### src/rtl/mips_pkg.sv
// -----------------------------------------------------------------------------
// mips_pkg
// Shared definitions for the multi-cycle MIPS controller:
//   - opcode and funct field constants
//   - ALU control codes
//   - pc_src / reg_dst / wb_sel / alu_src_b mux encodings
//   - controller state enum and the registered control-word struct
//   - moore_ctrl(): control word that belongs to a given state
// -----------------------------------------------------------------------------
package mips_pkg;

   // Opcodes (instruction bits [31:26])
   localparam logic [5:0] OP_RTYPE = 6'b000000;
   localparam logic [5:0] OP_JAL   = 6'b000011;
   localparam logic [5:0] OP_BEQ   = 6'b000100;
   localparam logic [5:0] OP_BNE   = 6'b000101;
   localparam logic [5:0] OP_ADDI  = 6'b001000;
   localparam logic [5:0] OP_LW    = 6'b100011;
   localparam logic [5:0] OP_SW    = 6'b101011;

   // R-type funct codes (instruction bits [5:0])
   localparam logic [5:0] FN_SLL = 6'b000000;
   localparam logic [5:0] FN_SRL = 6'b000010;
   localparam logic [5:0] FN_JR  = 6'b001000;
   localparam logic [5:0] FN_ADD = 6'b100000;
   localparam logic [5:0] FN_SUB = 6'b100010;
   localparam logic [5:0] FN_AND = 6'b100100;
   localparam logic [5:0] FN_OR  = 6'b100101;
   localparam logic [5:0] FN_SLT = 6'b101010;

   // ALU control codes
   localparam logic [2:0] ALU_AND = 3'b000;
   localparam logic [2:0] ALU_OR  = 3'b001;
   localparam logic [2:0] ALU_ADD = 3'b010;
   localparam logic [2:0] ALU_SLL = 3'b100;
   localparam logic [2:0] ALU_SRL = 3'b101;
   localparam logic [2:0] ALU_SUB = 3'b110;
   localparam logic [2:0] ALU_SLT = 3'b111;

   // PC source select
   localparam logic [1:0] PC_SRC_PC4 = 2'd0;
   localparam logic [1:0] PC_SRC_BR  = 2'd1;
   localparam logic [1:0] PC_SRC_JMP = 2'd2;
   localparam logic [1:0] PC_SRC_RS  = 2'd3;

   // Register-file write address select
   localparam logic [1:0] REG_DST_RT = 2'd0;
   localparam logic [1:0] REG_DST_RD = 2'd1;
   localparam logic [1:0] REG_DST_RA = 2'd2;

   // Register-file write data select
   localparam logic [1:0] WB_SEL_ALU = 2'd0;
   localparam logic [1:0] WB_SEL_MEM = 2'd1;
   localparam logic [1:0] WB_SEL_PC4 = 2'd2;

   // ALU B operand select
   localparam logic [1:0] B_SEL_RT   = 2'd0;
   localparam logic [1:0] B_SEL_FOUR = 2'd1;
   localparam logic [1:0] B_SEL_IMM  = 2'd2;

   typedef enum logic [3:0] {
      S_FETCH,
      S_DECODE,
      S_EXEC_R,
      S_EXEC_I,
      S_MEM_ADDR,
      S_MEM_RD,
      S_MEM_WR,
      S_WB_ALU,
      S_WB_MEM,
      S_BRANCH,
      S_JAL,
      S_JR,
      S_HALT
   } state_t;

   // Registered (pure Moore) part of the control word
   typedef struct packed {
      logic       mem_req;
      logic       mem_we;
      logic       iord;
      logic       pc_we;
      logic [1:0] pc_src;
      logic       reg_we;
      logic [1:0] reg_dst;
      logic [1:0] wb_sel;
      logic [1:0] alu_src_b;
      logic [2:0] alu_ctrl;
      logic       halted;
   } ctrl_t;

   // Control word for state s. r_alu is the decoded R-type ALU op, used
   // only for EXEC_R; from_r selects rd vs rt as the WB_ALU destination.
   // FETCH's fetch-complete strobes depend on mem_ready and are added
   // combinationally in the top level, so they are not produced here.
   function automatic ctrl_t moore_ctrl(input state_t     s,
                                        input logic [2:0] r_alu,
                                        input logic       from_r);
      ctrl_t c;
      c = '0;
      case (s)
         S_FETCH: begin
            c.mem_req = 1'b1;
         end
         S_EXEC_R: begin
            c.alu_src_b = B_SEL_RT;
            c.alu_ctrl  = r_alu;
         end
         S_EXEC_I, S_MEM_ADDR: begin
            c.alu_src_b = B_SEL_IMM;
            c.alu_ctrl  = ALU_ADD;
         end
         S_MEM_RD: begin
            c.mem_req = 1'b1;
            c.iord    = 1'b1;
         end
         S_MEM_WR: begin
            c.mem_req = 1'b1;
            c.iord    = 1'b1;
            c.mem_we  = 1'b1;
         end
         S_WB_ALU: begin
            c.reg_we  = 1'b1;
            c.wb_sel  = WB_SEL_ALU;
            c.reg_dst = from_r ? REG_DST_RD : REG_DST_RT;
         end
         S_WB_MEM: begin
            c.reg_we  = 1'b1;
            c.wb_sel  = WB_SEL_MEM;
            c.reg_dst = REG_DST_RT;
         end
         S_BRANCH: begin
            // pc_we is resolved from zero in the top level
            c.alu_src_b = B_SEL_RT;
            c.alu_ctrl  = ALU_SUB;
            c.pc_src    = PC_SRC_BR;
         end
         S_JAL: begin
            c.reg_we  = 1'b1;
            c.reg_dst = REG_DST_RA;
            c.wb_sel  = WB_SEL_PC4;
            c.pc_we   = 1'b1;
            c.pc_src  = PC_SRC_JMP;
         end
         S_JR: begin
            c.pc_we  = 1'b1;
            c.pc_src = PC_SRC_RS;
         end
         S_HALT: begin
            c.halted = 1'b1;
         end
         default: ;
      endcase
      return c;
   endfunction

endpackage

### src/rtl/mips_alu_dec.sv
// -----------------------------------------------------------------------------
// mips_alu_dec
// Combinational R-type funct decoder.
// Ports:
//   funct    in  [5:0]  instruction bits [5:0]
//   alu_ctrl out [2:0]  ALU operation for this funct (ADD when unsupported)
//   r_legal  out        funct is one of the supported ALU R-type operations
// -----------------------------------------------------------------------------
module mips_alu_dec
   import mips_pkg::*;
(
   input  logic [5:0] funct,
   output logic [2:0] alu_ctrl,
   output logic       r_legal
);

   always_comb begin
      alu_ctrl = ALU_ADD;
      r_legal  = 1'b1;
      case (funct)
         FN_ADD:  alu_ctrl = ALU_ADD;
         FN_SUB:  alu_ctrl = ALU_SUB;
         FN_AND:  alu_ctrl = ALU_AND;
         FN_OR:   alu_ctrl = ALU_OR;
         FN_SLT:  alu_ctrl = ALU_SLT;
         FN_SLL:  alu_ctrl = ALU_SLL;
         FN_SRL:  alu_ctrl = ALU_SRL;
         default: r_legal  = 1'b0;
      endcase
   end

endmodule

### src/rtl/mips_mc_ctrl.sv
// -----------------------------------------------------------------------------
// mips_mc_ctrl
// Multi-cycle MIPS control FSM (Moore, registered control word).
// Parameter:
//   HALT_ON_ILLEGAL  1: unsupported instruction enters HALT; 0: refetch
// Ports:
//   clk, rst_n            clock, synchronous active-low reset
//   op, funct             instruction-register fields [31:26], [5:0]
//   zero                  registered ALU zero flag
//   mem_ready             shared memory finished current access
//   mem_req, mem_we, iord memory request, write, address select (PC/ALU-out)
//   ir_we, pc_we, pc_src  IR load, PC load and PC source
//   reg_we, reg_dst, wb_sel  register-file write enable/address/data select
//   alu_src_b, alu_ctrl   ALU B-operand select and operation
//   halted                controller parked in HALT
// -----------------------------------------------------------------------------
module mips_mc_ctrl
   import mips_pkg::*;
#(
   parameter int unsigned HALT_ON_ILLEGAL = 1
)
(
   input  logic       clk,
   input  logic       rst_n,
   input  logic [5:0] op,
   input  logic [5:0] funct,
   input  logic       zero,
   input  logic       mem_ready,
   output logic       mem_req,
   output logic       mem_we,
   output logic       iord,
   output logic       ir_we,
   output logic       pc_we,
   output logic [1:0] pc_src,
   output logic       reg_we,
   output logic [1:0] reg_dst,
   output logic [1:0] wb_sel,
   output logic [1:0] alu_src_b,
   output logic [2:0] alu_ctrl,
   output logic       halted
);

   state_t     state;
   state_t     state_nxt;
   ctrl_t      ctrl_q;
   logic [2:0] r_alu;
   logic       r_legal;
   logic       fetch_go;
   logic       br_take;

   mips_alu_dec u_alu_dec (
      .funct    (funct),
      .alu_ctrl (r_alu),
      .r_legal  (r_legal)
   );

   always_comb begin
      state_nxt = state;
      case (state)
         S_FETCH:    if (mem_ready) state_nxt = S_DECODE;
         S_DECODE: begin
            if (op == OP_RTYPE && funct == FN_JR)  state_nxt = S_JR;
            else if (op == OP_RTYPE && r_legal)    state_nxt = S_EXEC_R;
            else if (op == OP_JAL)                 state_nxt = S_JAL;
            else if (op == OP_BEQ || op == OP_BNE) state_nxt = S_BRANCH;
            else if (op == OP_ADDI)                state_nxt = S_EXEC_I;
            else if (op == OP_LW || op == OP_SW)   state_nxt = S_MEM_ADDR;
            else if (HALT_ON_ILLEGAL != 0)         state_nxt = S_HALT;
            else                                   state_nxt = S_FETCH;
         end
         S_EXEC_R,
         S_EXEC_I:   state_nxt = S_WB_ALU;
         S_MEM_ADDR: state_nxt = (op == OP_LW) ? S_MEM_RD : S_MEM_WR;
         S_MEM_RD:   if (mem_ready) state_nxt = S_WB_MEM;
         S_MEM_WR:   if (mem_ready) state_nxt = S_FETCH;
         S_HALT:     state_nxt = S_HALT;
         default:    state_nxt = S_FETCH;
      endcase
   end

   // The control word is computed for the state being entered so that
   // every Moore output comes straight from a flop.
   always_ff @(posedge clk) begin
      if (!rst_n) begin
         state  <= S_FETCH;
         ctrl_q <= moore_ctrl(S_FETCH, ALU_ADD, 1'b0);
      end else begin
         state  <= state_nxt;
         ctrl_q <= moore_ctrl(state_nxt, r_alu, state == S_EXEC_R);
      end
   end

   // Fetch completes in the cycle mem_ready is seen; an access being
   // aborted by reset must not load IR/PC, hence the rst_n qualifier.
   assign fetch_go = (state == S_FETCH) && mem_ready && rst_n;
   // BEQ takes on zero=1, BNE on zero=0.
   assign br_take  = (state == S_BRANCH) && (zero ^ (op == OP_BNE));

   assign mem_req   = ctrl_q.mem_req;
   assign mem_we    = ctrl_q.mem_we;
   assign iord      = ctrl_q.iord;
   assign ir_we     = fetch_go;
   assign pc_we     = rst_n && (ctrl_q.pc_we || fetch_go || br_take);
   assign pc_src    = ctrl_q.pc_src;
   assign reg_we    = rst_n && ctrl_q.reg_we;
   assign reg_dst   = ctrl_q.reg_dst;
   assign wb_sel    = ctrl_q.wb_sel;
   assign alu_src_b = fetch_go ? B_SEL_FOUR : ctrl_q.alu_src_b;
   assign alu_ctrl  = fetch_go ? ALU_ADD : ctrl_q.alu_ctrl;
   assign halted    = ctrl_q.halted;

endmodule

### config.mk
export PLATFORM = sky130hd
export DESIGN_NAME = mips_mc_ctrl
export DESIGN_NICKNAME = d
export VERILOG_FILES = /design/src/rtl/mips_pkg.sv /design/src/rtl/mips_alu_dec.sv /design/src/rtl/mips_mc_ctrl.sv
export SDC_FILE = /design/constraint.sdc
export NUM_CORES = 1
export LEC_CHECK = 0
export BUFFER_PORTS_ARGS = -buffer_cell sky130_fd_sc_hd__buf_4
export CORE_MARGIN = 2
export CORE_UTILIZATION = 36
export DETAILED_ROUTE_END_ITERATION = 8
export GPL_ROUTABILITY_DRIVEN = 0
export GPL_TIMING_DRIVEN = 1
export HOLD_SLACK_MARGIN = 0.1
export SLEW_MARGIN = 20
export SYNTH_ARGS = -nofsm -noshare
export SYNTH_HDL_FRONTEND = slang
export SYNTH_HIERARCHICAL = 1
export SYNTH_SLANG_ARGS = --single-unit
### constraint.sdc
create_clock -name clk -period 2.7 [get_ports clk]
set_input_delay 0.135 -clock clk [delete_from_list [all_inputs] [get_ports clk]]
set_output_delay 0.135 -clock clk [all_outputs]
set_load 0.01 [all_outputs]
Word-level counts from Yosys, hierarchy flattened:

Cells that the tools add are included.

* $add $sub $neg: 0
* reductions and logical operators: 21
* bitwise logic cells: 1
* equality and inequality tests: 32
* muxes and demuxes: 24
* shift operators: 0
* multiply operators: 0
* divide/modulo/power cells: 0
* $lt $le $gt $ge: 0

Operators by type and width (number)
* $eq 6x6->1 const B: 7
* $mux 4: 9
* $pmux 5 s3: 2
* $eq 4x3->1 const B: 7
* $eq 4x4->1 const B: 7
* $pmux 4 s7: 1
* $pmux 3 s6: 1
* $eq 4x2->1 const B: 4
* $eq 6x2->1 const B: 2
* $eq 6x3->1 const B: 2
* $eq 6x4->1 const B: 2
* $logic_not 6->1: 2
* $logic_not 4->1: 2
* $reduce_or 2->1: 4
* $logic_and 1x1->1: 7
* $mux 1: 7
* $reduce_or 7->1: 1
* $pmux 2 s3: 1
* $eq 4x1->1 const B: 1
* $logic_or 1x1->1: 4
* $mux 2: 2
* $mux 3: 1
* $reduce_or 3->1: 1
* $xor 1x1->1: 1

* bits in read-only memories: 0
* register bits after elaboration: 21
* bits of input ports: 16
* output and inout port bits: 18
* latch bits: 0
* memories: 0
* logic and storage cells: 90
* RAM bits: 0

Longest topological paths before layout:

Gate-level depths: netlist (run 1).

* depth after elaboration: 12
* gate-level depth with buffers: 9
* gate-level depth less buffers: 8

Cells and area by module:

Netlist (run 1), hierarchy kept.

Modules (own cells, without submodules)
* mips_mc_ctrl: cells each 131, times used 1, sequential area each 380.4 um^2, area an instance 1086.0 um^2
* mips_alu_dec: cells each 15, times used 1, sequential area each 0.0 um^2, area an instance 102.6 um^2

Worst setup path before layout (run 1):

No wires, ideal clock.

* path kind: register to register
* from: register state[3]
* to: register ctrl_q, in the netlist mem_req
* setup slack: 0.678 ns
* arrival time: 1.929 ns
* data required time: 2.606 ns
* path buffers: 1
* period minus slack after synthesis: 2.022 ns
* setup time: 0.094 ns
* stages on the path, launching flop included: 8
* cells stage by stage: dfxtp_1 > buf_6 > or4b_4 > or3_1 > o32ai_2 > o21bai_4 > xnor2_1 > o311ai_2

* cells in the longest elaborated chain, start to end: 6
* elaborated cells on any way between the ends: 18
* those cells by class: eq/ne (9); mux (5); reduce/logical (4)

Ends and longest elaborated chain
* start, declared: RTL line mips_mc_ctrl.sv:43 `state_t state;`
* start signal, assigned: RTL line mips_mc_ctrl.sv:88 `state <= state_nxt;`
* $eq 4x2->1: RTL line mips_mc_ctrl.sv:59 `case (state)`
* $reduce_or 2->1: RTL line mips_mc_ctrl.sv:59
* $pmux 4 s7 (*): RTL line mips_mc_ctrl.sv:59
* $eq 4x3->1 / $logic_not 4->1 (equally long branches): RTL line mips_pkg.sv:101 `case (s)`
* $reduce_or 3->1 (no line) (*)
* $mux 1 (*): RTL line mips_pkg.sv:101
* end signal, assigned: RTL line mips_mc_ctrl.sv:86 `ctrl_q <= moore_ctrl(S_FETCH, ALU_ADD, 1'b0);`
* end signal, assigned: RTL line mips_mc_ctrl.sv:89 `ctrl_q <= moore_ctrl(state_nxt, r_alu, state == S_EXEC_R);`
* end, declared: RTL line mips_mc_ctrl.sv:45 `ctrl_t ctrl_q;`

Mark *: on every way between the ends. The rest lies on a longest branch, timed or not.
A chain may end at the register's enable or synchronous reset.

Worst setup path after layout (run 1):

* from: register state[0]
* to: register ctrl_q[5] (netlist name)

* cells in the longest elaborated chain, start to end: 6
* elaborated cells on any way between the ends: 19
* those cells by class: eq/ne (11); mux (5); reduce/logical (3)

Ends and longest elaborated chain (RTL line)
* $eq 4x2->1: mips_mc_ctrl.sv:59
* $reduce_or 2->1: mips_mc_ctrl.sv:59
* $pmux 4 s7 (*): mips_mc_ctrl.sv:59
* $eq 4x2->1 / $eq 4x3->1 (equally long branches): mips_pkg.sv:101
* $reduce_or 2->1: mips_pkg.sv:101
* $pmux 5 s3 (*): mips_pkg.sv:101

Marks and branches as above.

==> metrics, run 1 <==
status=finished, final reports clean; port bufs=33; Iter 0 DRT Violations=22; post-synthesis net count=162; area growth from synthesis to layout=21.3%; Final Hold Violating Endpoints=0; Worst slew margin=69.4%; clock-pin slew on the worst setup and hold paths=0.10 ns; final hold slack=0.232 ns; fin. max-slew vios=0; register area share after synthesis=32.0%; P per Cell Area=867 nW/µm²; Multi-input gate area=696 µm²; number of nets in the layout=187; Core ar.=3100 µm²; Sequential Area=380 µm²; max_cap viols=0; vias in the first global route=956; Setup Fix Bufs, Post-CTS=0; layout cell share with drive strength beyond 1=24.7%; count of final setup violators=0; post-route minimum period=2.22 ns; critical path type=reg -> reg; Filler cells=333; Final ANT Viol Nets=0; TritonCTS clock tree=done; Worst Reg2Reg Path Length in Cells=6; vias per cell=5.20; die area=3780 µm²; row count=20; cell type with the largest total area after synthesis=dfxtp_1; Post-DP HPWL=2100 µm; clock sink total=19; Resized cells post-CTS=0; Synth cell types=45; first drt pass iteration count=4; CP Data Arrival Time=2.42 ns; Avg Cell Area, Syn=8.14 µm²; Die X=61.5 µm; first-pass GRT wire length=4240 µm; DRC=0; static leakage=0.582 nW; Num CTS Buffers=3; Async S/R FF share, synth=0%; reg2reg start=state[0]$_SDFF_PN0_; pin count of the biggest net entering global routing=12; Clock Skew=0.00396 ns; CP Data Required Time=2.90 ns; via total after detailed routing=1112; share of the synthesized area in the top cell type=32.0%; WL per Instance=12.0 µm; ANT cells=0; Crit Path Max Fanout=11; RSZ-0062 raised after global routing=false; cells after synthesis=146; cell area after synthesis=1190 µm²; final wirelength=2560 µm; #FFs+latches synth=19; Worst R2R Setup Slack=0.48 ns; I/O pins=34; VDD IR max=0.220 mV; global-route usage over all layers=15.1%; ys flop type=dfxtp_1; initial antenna violation count=0; Ys Warns=6; Slew @ Worst Pin=0.453 ns; initial core utilization=38.3%; clock buffer depth=2; clock root buffer master=clkbuf_4; total global routing overflow=0; Worst-Skew Late Latency=0.28 ns; period utilization=82.2%; Design Power=1.25 mW; H-Tree Depth=1; die span in y=61.5 µm; reg2reg end=ctrl_q[5]$_SDFF_PN0_; Post-synth EDFFs=0; CP startpoint=state[0]$_SDFF_PN0_; CP Capture Point=ctrl_q[5]$_SDFF_PN0_; synth top area cells=dfxtp_1 32%, nor2_1 5.1%, buf_4 4.4%; setup TNS=0 ns; Hold Path Class=in -> reg; Hold Buf Count CTS=1; CP startpoint kind=flip-flop; element type at the critical path end=flip-flop; Fmax=0.450 GHz
[worst min path at each step]
| stage | cells after the start | slack (ns) | end | start |
|---|---|---|---|---|
| 2_1_floorplan | 1 | 0.21 | mem_req$_SDFF_PN1_ | rst_n |
| 3_3_place_gp | 2 | 0.37 | mem_req$_SDFF_PN1_ | rst_n |
| 3_5_place_dp | 2 | 0.37 | mem_req$_SDFF_PN1_ | rst_n |
| 4_1_cts | 4 | 0.23 | ctrl_q[1]$_SDFF_PN0_ | funct[4] |
| 5_1_grt | 4 | 0.22 | ctrl_q[1]$_SDFF_PN0_ | funct[4] |
| 6_report | 4 | 0.23 | ctrl_q[1]$_SDFF_PN0_ | funct[4] |
[where the power goes]
part           switching [mW]  internal (mW)  total (mW)
sequential             0.0657          0.350       0.415
combinational           0.389          0.311       0.700
clock                  0.0774         0.0573       0.135
[synthesized netlist by cell type, types with 3 or more instances]
cell type	n
a21oi_1	3
and2_1	5
buf_4	7
clkbuf_1	6
dfxtp_1	19
inv_1	7
nand2_1	6
nand2b_1	4
nand3_1	8
nand4_1	3
nor2_1	16
nor2b_1	3
nor3_1	10
nor4b_1	3
or3_1	4
or4_1	3
xnor2_1	3
[cell usage in the layout (no fill, tap or decap), drive strengths merged, types with 2 or more instances in the layout]
| cell | instances |
|---|---|
| buf | 33 |
| dfxtp | 19 |
| nor2 | 16 |
| nor3 | 11 |
| nand3 | 8 |
| inv | 7 |
| nand2 | 6 |
| and2 | 5 |
| nand2b | 4 |
| or3 | 4 |
| clkbuf | 4 |
| o21ai | 4 |
| nor4b | 3 |
| nor2b | 3 |
| xnor2 | 3 |
| nand4 | 3 |
| or4 | 3 |
| a21oi | 3 |
| a211oi | 2 |
| mux2i | 2 |
| a31oi | 2 |
| xor2 | 2 |
| o22ai | 2 |
| nor4 | 2 |
| or4b | 2 |
| o32ai | 2 |
[registers in the layout (all words and copies together), names as in the netlist]
register / cells
mem_we: 1
state: 4
mem_req: 1
reg_dst: 2
pc_src: 2
halted: 1
wb_sel: 1
iord: 1
ctrl_q: 6
[final cells by class]
cell class	count	share of cell area, %
Inverter	7	1.82
Clock buffer	4	1.82
Tap cell	44	3.82
Multi-Input combinational cell	106	48.3
Timing Repair Buffer	34	17.9
Sequential cell	19	26.4
[through the flow]
stage          worst slack, ns  area, µm²  utilization (%)  std cells
2_1_floorplan            0.678       1190                -        146
3_3_place_gp             0.537       1410             45.3        209
3_5_place_dp             0.502       1410             45.3        209
4_1_cts                  0.475       1440             46.5        214
5_1_grt                  0.349       1440             46.5        214
6_report                 0.480       1440             46.5        214
[cell families (layout without fill, tap and decap cells)]
logic type                Yosys count  in the layout  synth area share, %
AOI/OAI and AO/OA                  25             25                 17.3
xor gates and xnor gates            5              5                 3.68
buffers and inverters              21             45                 9.47
DFF                                19             19                 32.0
muxes                               2              2                 1.68
and+or+nand+nor                    74             74                 35.9
[worst max-delay path: stages (launching register included)]
cell      delay, ns
dfxtp_1        0.53
or4b_4         0.53
or3_1          0.39
o32ai_2        0.12
o21bai_4       0.21
nand3_1        0.10
a211oi_1       0.25
[layer usage]
layer / wire length (µm) / share of wire, % / track usage [%] / vias up
met5: 0 / 0 / 0 / -
met4: 0 / 0 / 3.65 / 0
met3: 119 / 4.6 / 3.15 / 0
met2: 1320 / 51 / 26.6 / 42
met1: 1130 / 44 / 18.9 / 495
li1: - / - / - / 575
Note: power is estimated with default switching activity, not from simulation.
==> run 2: changes to the inputs <==
Clock period 2.7 ns to 1.8 ns, I/O delays scaled along.
==> run 2 against run 1 <==
Against the previous run:
- the flow now finishes with violations (setup timing)
- hold slack lost 0.022 ns
- clock power grew 59%
- combinational power grew to 2.5 times the previous value
- global-route usage grew 2.7 points
- wire length grew 25%
- power grew 100%
- critical endpoint is now iord$_SDFF_PN0_
- largest power group unchanged
==> metrics, run 2 (same netlist as run 1, synthesis figures left out) <==
status=finished, violations left; violated checks=setup timing; fin. max-slew vios=0 (unchanged); die area=3780 µm² (unchanged); critical path type=reg -> reg; post-route minimum period=2.03 ns (-0.195 ns); Final Instance Area=1830 µm² (+27%); number of nets in the layout=223 (+19%); Design Power=2.56 mW (+100%); Hold Path Class=in -> reg; P per Cell Area=1400 nW/µm² (+61%); vias in the first global route=1158 (+21%); DRC=0 (unchanged); Final Hold Violating Endpoints=0 (unchanged); initial core utilization=38.3% (unchanged); clock root buffer master=clkbuf_4; Largest regs=ctrl_q: 6 flops, state: 4 flops; clock-pin slew on the worst setup and hold paths=0.11 ns (about the same); max_cap viols=0 (unchanged); critical path's slowest cell=or4b_4; Worst-Skew Late Latency=0.30 ns (+0.02 ns); Cell Chain, Critical Path=or4b_4 -> or3_1 -> o32ai_2 -> o21ba_2 -> xnor2_1 -> nor3_1; reg2reg start=state[2]$_SDFF_PN0_; Crit Path Max Fanout=6 (-5); Worst Hold Path EP=ctrl_q[3]$_SDFF_PN0_; Worst R2R Setup Slack=-0.23 ns (-0.70 ns); hold_sp=funct[4]; most frequent cells in the layout=66 x buf_4, 18 x dfxtp_1, 14 x nor2_1; Clock Skew=0.0102 ns (+0.00627 ns); Worst path max stage delay=0.55 ns (+0.02 ns); CP Data Arrival Time=2.24 ns (-0.18 ns); RSZ-0062 raised after global routing=true; placed insts=242 (+16%); first drt pass iteration count=4 (unchanged); Worst slew margin=67.2% (-2.2 points); final hold slack=0.210 ns (-0.0221 ns); Final ANT Viol Nets=0 (unchanged); final wirelength=3190 µm (+25%); reg2reg end=iord$_SDFF_PN0_; period utilization=113% (+30 points); pin count of the biggest net entering global routing=12 (unchanged); first-pass GRT wire length=5090 µm (+20%); Core ar.=3100 µm² (unchanged); worst setup margin=-0.225 ns (-0.705 ns); ANT cells=0 (unchanged); layout cell share with drive strength beyond 1=46.1% (+21 points); Slew @ Worst Pin=0.492 ns (+0.0393 ns); post-place setup slack=-0.345 ns (-0.847 ns); Worst Reg2Reg Path Length in Cells=6 (unchanged); Fmax=0.494 GHz (+9.6%); most common cell after layout, fill and taps aside=buf_4; Iter 0 DRT Violations=39 (+77%); post-layout util=59.0% (+13 points); global-route usage over all layers=17.8% (+2.7 points); CP Data Required Time=2.01 ns (-0.89 ns); total global routing overflow=0 (unchanged); Post-DP HPWL=2440 µm (+16%); WL per Instance=12.8 µm (+6.6%); hold path cells=5 (+1); initial antenna violation count=0 (unchanged); setup TNS=-1.83 ns (-1.83 ns); Biggest register=ctrl_q; TritonCTS clock tree=done; vias per cell=5.18 (-0.31%); clock sink total=19 (unchanged); row count=20 (unchanged); I/O pins=34 (unchanged); placed cell area=1660 µm² (+18%); element type at the critical path end=flip-flop; Die X=61.5 µm (unchanged); via total after detailed routing=1295 (+16%); port bufs=33 (unchanged); count of final setup violators=13 (+13); H-Tree Depth=1 (unchanged); Non-Filler Instances=250 (+17%); clock buffer depth=2 (unchanged); Num CTS Buffers=3 (unchanged); CP startpoint kind=flip-flop; die span in y=61.5 µm (unchanged); flip-flop count of the largest register after layout=6 (unchanged); VDD IR max=0.424 mV (+93%); Filler cells=302 (-9.3%); area growth from synthesis to layout=54.0%; static leakage=0.796 nW (+37%)
[run 2: cell type report]
class                   instances  area [µm²]  share of cell area [%]
multi-input cells             107         803                    43.9
repair buffers                 69         537                    29.3
flip-flops and latches         19         382                    20.8
well taps                      44        55.1                    3.01
inverters                       7        26.3                    1.44
clock buffers                   3        22.5                    1.23
clock inverters                 1        5.00                   0.273
[run 2: report_power, final]
part           switching (mW)  leakage (nW)  internal (mW)
clock                   0.131        0.0177         0.0828
combinational           0.893         0.623          0.889
sequential             0.0355         0.155          0.526
total                    1.06         0.796           1.50
[run 2: metal layers]
metal	up-vias	GRT usage (%)	routed length (µm)
li1	648	-	-
met1	618	21.9	1360
met2	29	31.6	1730
met3	0	3.78	99
met4	0	4.26	0
met5	-	0	0
[run 2: worst max-delay path by stage]
stage / slack [ns] / start / to
6_report: -0.23 / state[2]$_SDFF_PN0_ / iord$_SDFF_PN0_
5_1_grt: -0.31 / state[2]$_SDFF_PN0_ / ctrl_q[2]$_SDFF_PN0_
4_1_cts: -0.20 / state[2]$_SDFF_PN0_ / ctrl_q[5]$_SDFF_PN0_
3_5_place_dp: -0.34 / funct[0] / wb_sel[0]$_SDFF_PN0_
3_3_place_gp: -0.30 / funct[0] / wb_sel[0]$_SDFF_PN0_
2_1_floorplan: -0.16 / state[3]$_SDFF_PN0_ / mem_req$_SDFF_PN1_
[run 2: worst max-delay path, delay by kind of cell (launching register included)]
family | cells | cell delay (ns)
xor+xnor | 1 | 0.14
simple gates | 3 | 1.08
compound gates | 2 | 0.36
flops | 1 | 0.34
[run 2: repair_timing]
action                     in CTS  in global routing
gates cloned                    1                  0
gates resized for setup        11                 10
hold endpoints to repair        2                  0
pin swaps                       3                  5
buffers inserted                0                  3
hold buffers                    1                  0
setup endpoints to repair      20                 23
==> run 3: changes to the inputs <==
==> constraint.sdc (replaced) <==
create_clock -name clk -period 1.8 [get_ports clk]
set_input_delay 0 -clock clk [delete_from_list [all_inputs] [get_ports clk]]
set_output_delay 0 -clock clk [all_outputs]
set_load 0.01 [all_outputs]
==> run 3 against run 2 <==
Against the previous run:
- the run still ends with setup timing left
- sequential share of layout area about the same
- register-to-register slack improved by 0.03 ns
- critical path depth unchanged
- final area increased by 0.14%
- clock power about the same
- utilization increased by 0.081 points
- maximum frequency increased by 1.7%
- via count decreased by 3.2%
- wire length decreased by 5.0%
- count of clock-buffer cells in the layout increased by 1
- critical path type unchanged
==> metrics, run 3 (same netlist as run 1, synthesis figures left out) <==
Num CTS Buffers=3 (unchanged); P per Cell Area=1390 nW/µm² (-0.25%); first drt pass iteration count=4 (unchanged); initial core utilization=38.3% (unchanged); first-pass GRT wire length=5130 µm (+0.81%); Worst-Skew Late Latency=0.29 ns (about the same); fin. max-slew vios=0 (unchanged); reg2reg start=state[2]$_SDFF_PN0_; element type at the critical path end=flip-flop; port bufs=33 (unchanged); Largest regs=ctrl_q: 6 flops, state: 4 flops; area growth from synthesis to layout=54.2%; final wirelength=3040 µm (-5.0%); clock root buffer master=clkbuf_4; row count=20 (unchanged); Multi-input gate area=790 µm² (-1.7%); Post-DP HPWL=2410 µm (-1.2%); crit path buf inv count=0 (unchanged); post-layout util=59.1% (+0.081 points); clock-pin slew on the worst setup and hold paths=0.11 ns (about the same); Final ANT Viol Nets=0 (unchanged); Core ar.=3100 µm² (unchanged); clock buffer depth=2 (unchanged); Worst slew margin=70.7% (+3.5 points); Worst path max stage delay=0.54 ns (about the same); CP Data Arrival Time=2.20 ns (-0.04 ns); Worst Hold Path EP=ctrl_q[3]$_SDFF_PN0_; Worst Reg2Reg Path Length in Cells=6 (unchanged); CP Data Required Time=2.00 ns (about the same); CP top delay family=simple AND/OR/NAND/NOR gates; Non-Filler Instances=252 (+0.80%); DRC=0 (unchanged); TritonCTS clock tree=done; via total after detailed routing=1253 (-3.2%); Design Power=2.55 mW (-0.12%); static leakage=0.798 nW (+0.28%); flip-flop count of the largest register after layout=6 (unchanged); reg2reg end=mem_req$_SDFF_PN1_; Slew @ Worst Pin=0.439 ns (-0.0524 ns); die span in y=61.5 µm (unchanged); initial antenna violation count=0 (unchanged); Clock Skew=0.00442 ns (-0.00582 ns); Die X=61.5 µm (unchanged); clock sink total=19 (unchanged); vias per cell=4.97 (-4.0%); most common cell after layout, fill and taps aside=buf_4; die area=3780 µm² (unchanged); hold_sp=funct[4]; Filler cells=290 (-4.0%); number of nets in the layout=225 (+0.90%); post-place setup slack=-0.220 ns (+0.125 ns); Biggest register=ctrl_q; global-route usage over all layers=17.8% (+0.023 points); most frequent cells in the layout=68 x buf_4, 18 x dfxtp_1, 13 x nor2_1; total global routing overflow=0 (unchanged); worst setup margin=-0.191 ns (+0.0341 ns); Fmax=0.502 GHz (+1.7%); Worst R2R Setup Slack=-0.19 ns (+0.03 ns); WL per Instance=12.0 µm (-5.7%); Hold Path Class=in -> reg; placed insts=242 (unchanged); period utilization=111% (-1.9 points); vias in the first global route=1228 (+6.0%); Crit Path Max Fanout=8 (+2); RSZ-0062 raised after global routing=true; H-Tree Depth=1 (unchanged); I/O pins=34 (unchanged); layout cell share with drive strength beyond 1=46.6% (+0.52 points); max_cap viols=0 (unchanged); critical path's slowest cell=or4b_4; VDD IR max=0.447 mV (+5.3%); violated checks=setup timing; post-route minimum period=1.99 ns (-0.0341 ns); ANT cells=0 (unchanged); count of final setup violators=12 (-1); status=finished, violations left; Iter 0 DRT Violations=13 (-67%); Final Hold Violating Endpoints=0 (unchanged); hold path cells=5 (unchanged); pin count of the biggest net entering global routing=11 (-1); Sequential Area=382 µm² (unchanged); Cell Chain, Critical Path=or4b_4 -> or3_1 -> o32ai_2 -> o21bai_4 -> xnor2_2 -> o311ai_2; critical path type=reg -> reg; CP startpoint kind=flip-flop
## run 3: how the worst max path moves through the flow
stage | startpoint | end | slack, ns | cells after the start
after floorplan | state[3]$_SDFF_PN0_ | mem_req$_SDFF_PN1_ | -0.16 | 7
after global placement | funct[0] | wb_sel[0]$_SDFF_PN0_ | -0.15 | 9
after detailed placement | funct[5] | ctrl_q[2]$_SDFF_PN0_ | -0.22 | 8
after CTS | state[2]$_SDFF_PN0_ | mem_req$_SDFF_PN1_ | -0.19 | 6
after global routing | state[2]$_SDFF_PN0_ | mem_req$_SDFF_PN1_ | -0.30 | 6
final | state[2]$_SDFF_PN0_ | mem_req$_SDFF_PN1_ | -0.19 | 6
## run 3: timing repair
action | 4_1_cts | 5_1_grt
setup endpoints to repair | 13 | 22
gates resized for setup | 6 | 17
hold endpoints to repair | 5 | 0
pin swaps | 4 | 3
hold buffers | 1 | 0
cloned | 0 | 0
buffers inserted | 1 | 4
## run 3: power breakdown
group | leakage, nW | internal [mW] | switching (mW)
clock | 0.0150 | 0.0861 | 0.126
sequential | 0.155 | 0.526 | 0.0329
combinational | 0.628 | 0.913 | 0.869
total | 0.798 | 1.52 | 1.03
## run 3: worst register-to-register path: stages, from the launching register on
cell	delay (ns)
dfxtp_2	0.33
or4b_4	0.54
or3_1	0.37
o32ai_2	0.12
o21bai_4	0.23
xnor2_2	0.09
o311ai_2	0.22
## run 3: layout make-up
type / instances / area share, %
flip-flops and latches: 19 / 20.8
repair buffers: 72 / 30.2
multi-input cells: 106 / 43.1
well taps: 44 / 3.00
clock buffers: 4 / 1.43
inverters: 7 / 1.43
## run 3: metrics by stage
step / hold WS [ns] / setup TNS, ns / cell area (µm²)
after detailed placement: 0.250 / -1.78 / 1660
after floorplan: 0.0734 / -1.11 / 1200
after global placement: 0.238 / -1.23 / 1660
after CTS: 0.121 / -1.49 / 1730
final: 0.122 / -1.54 / 1830
after global routing: 0.142 / -3.06 / 1830
## run 3: per-layer routing
| layer | track usage (%) | up-vias | share of wire (%) |
|---|---|---|---|
| met5 | 0 | - | 0 |
| met4 | 3.95 | 0 | 0.96 |
| met3 | 3.36 | 4 | 1.9 |
| met2 | 33.1 | 21 | 53 |
| met1 | 21.0 | 581 | 45 |
| li1 | - | 647 | - |
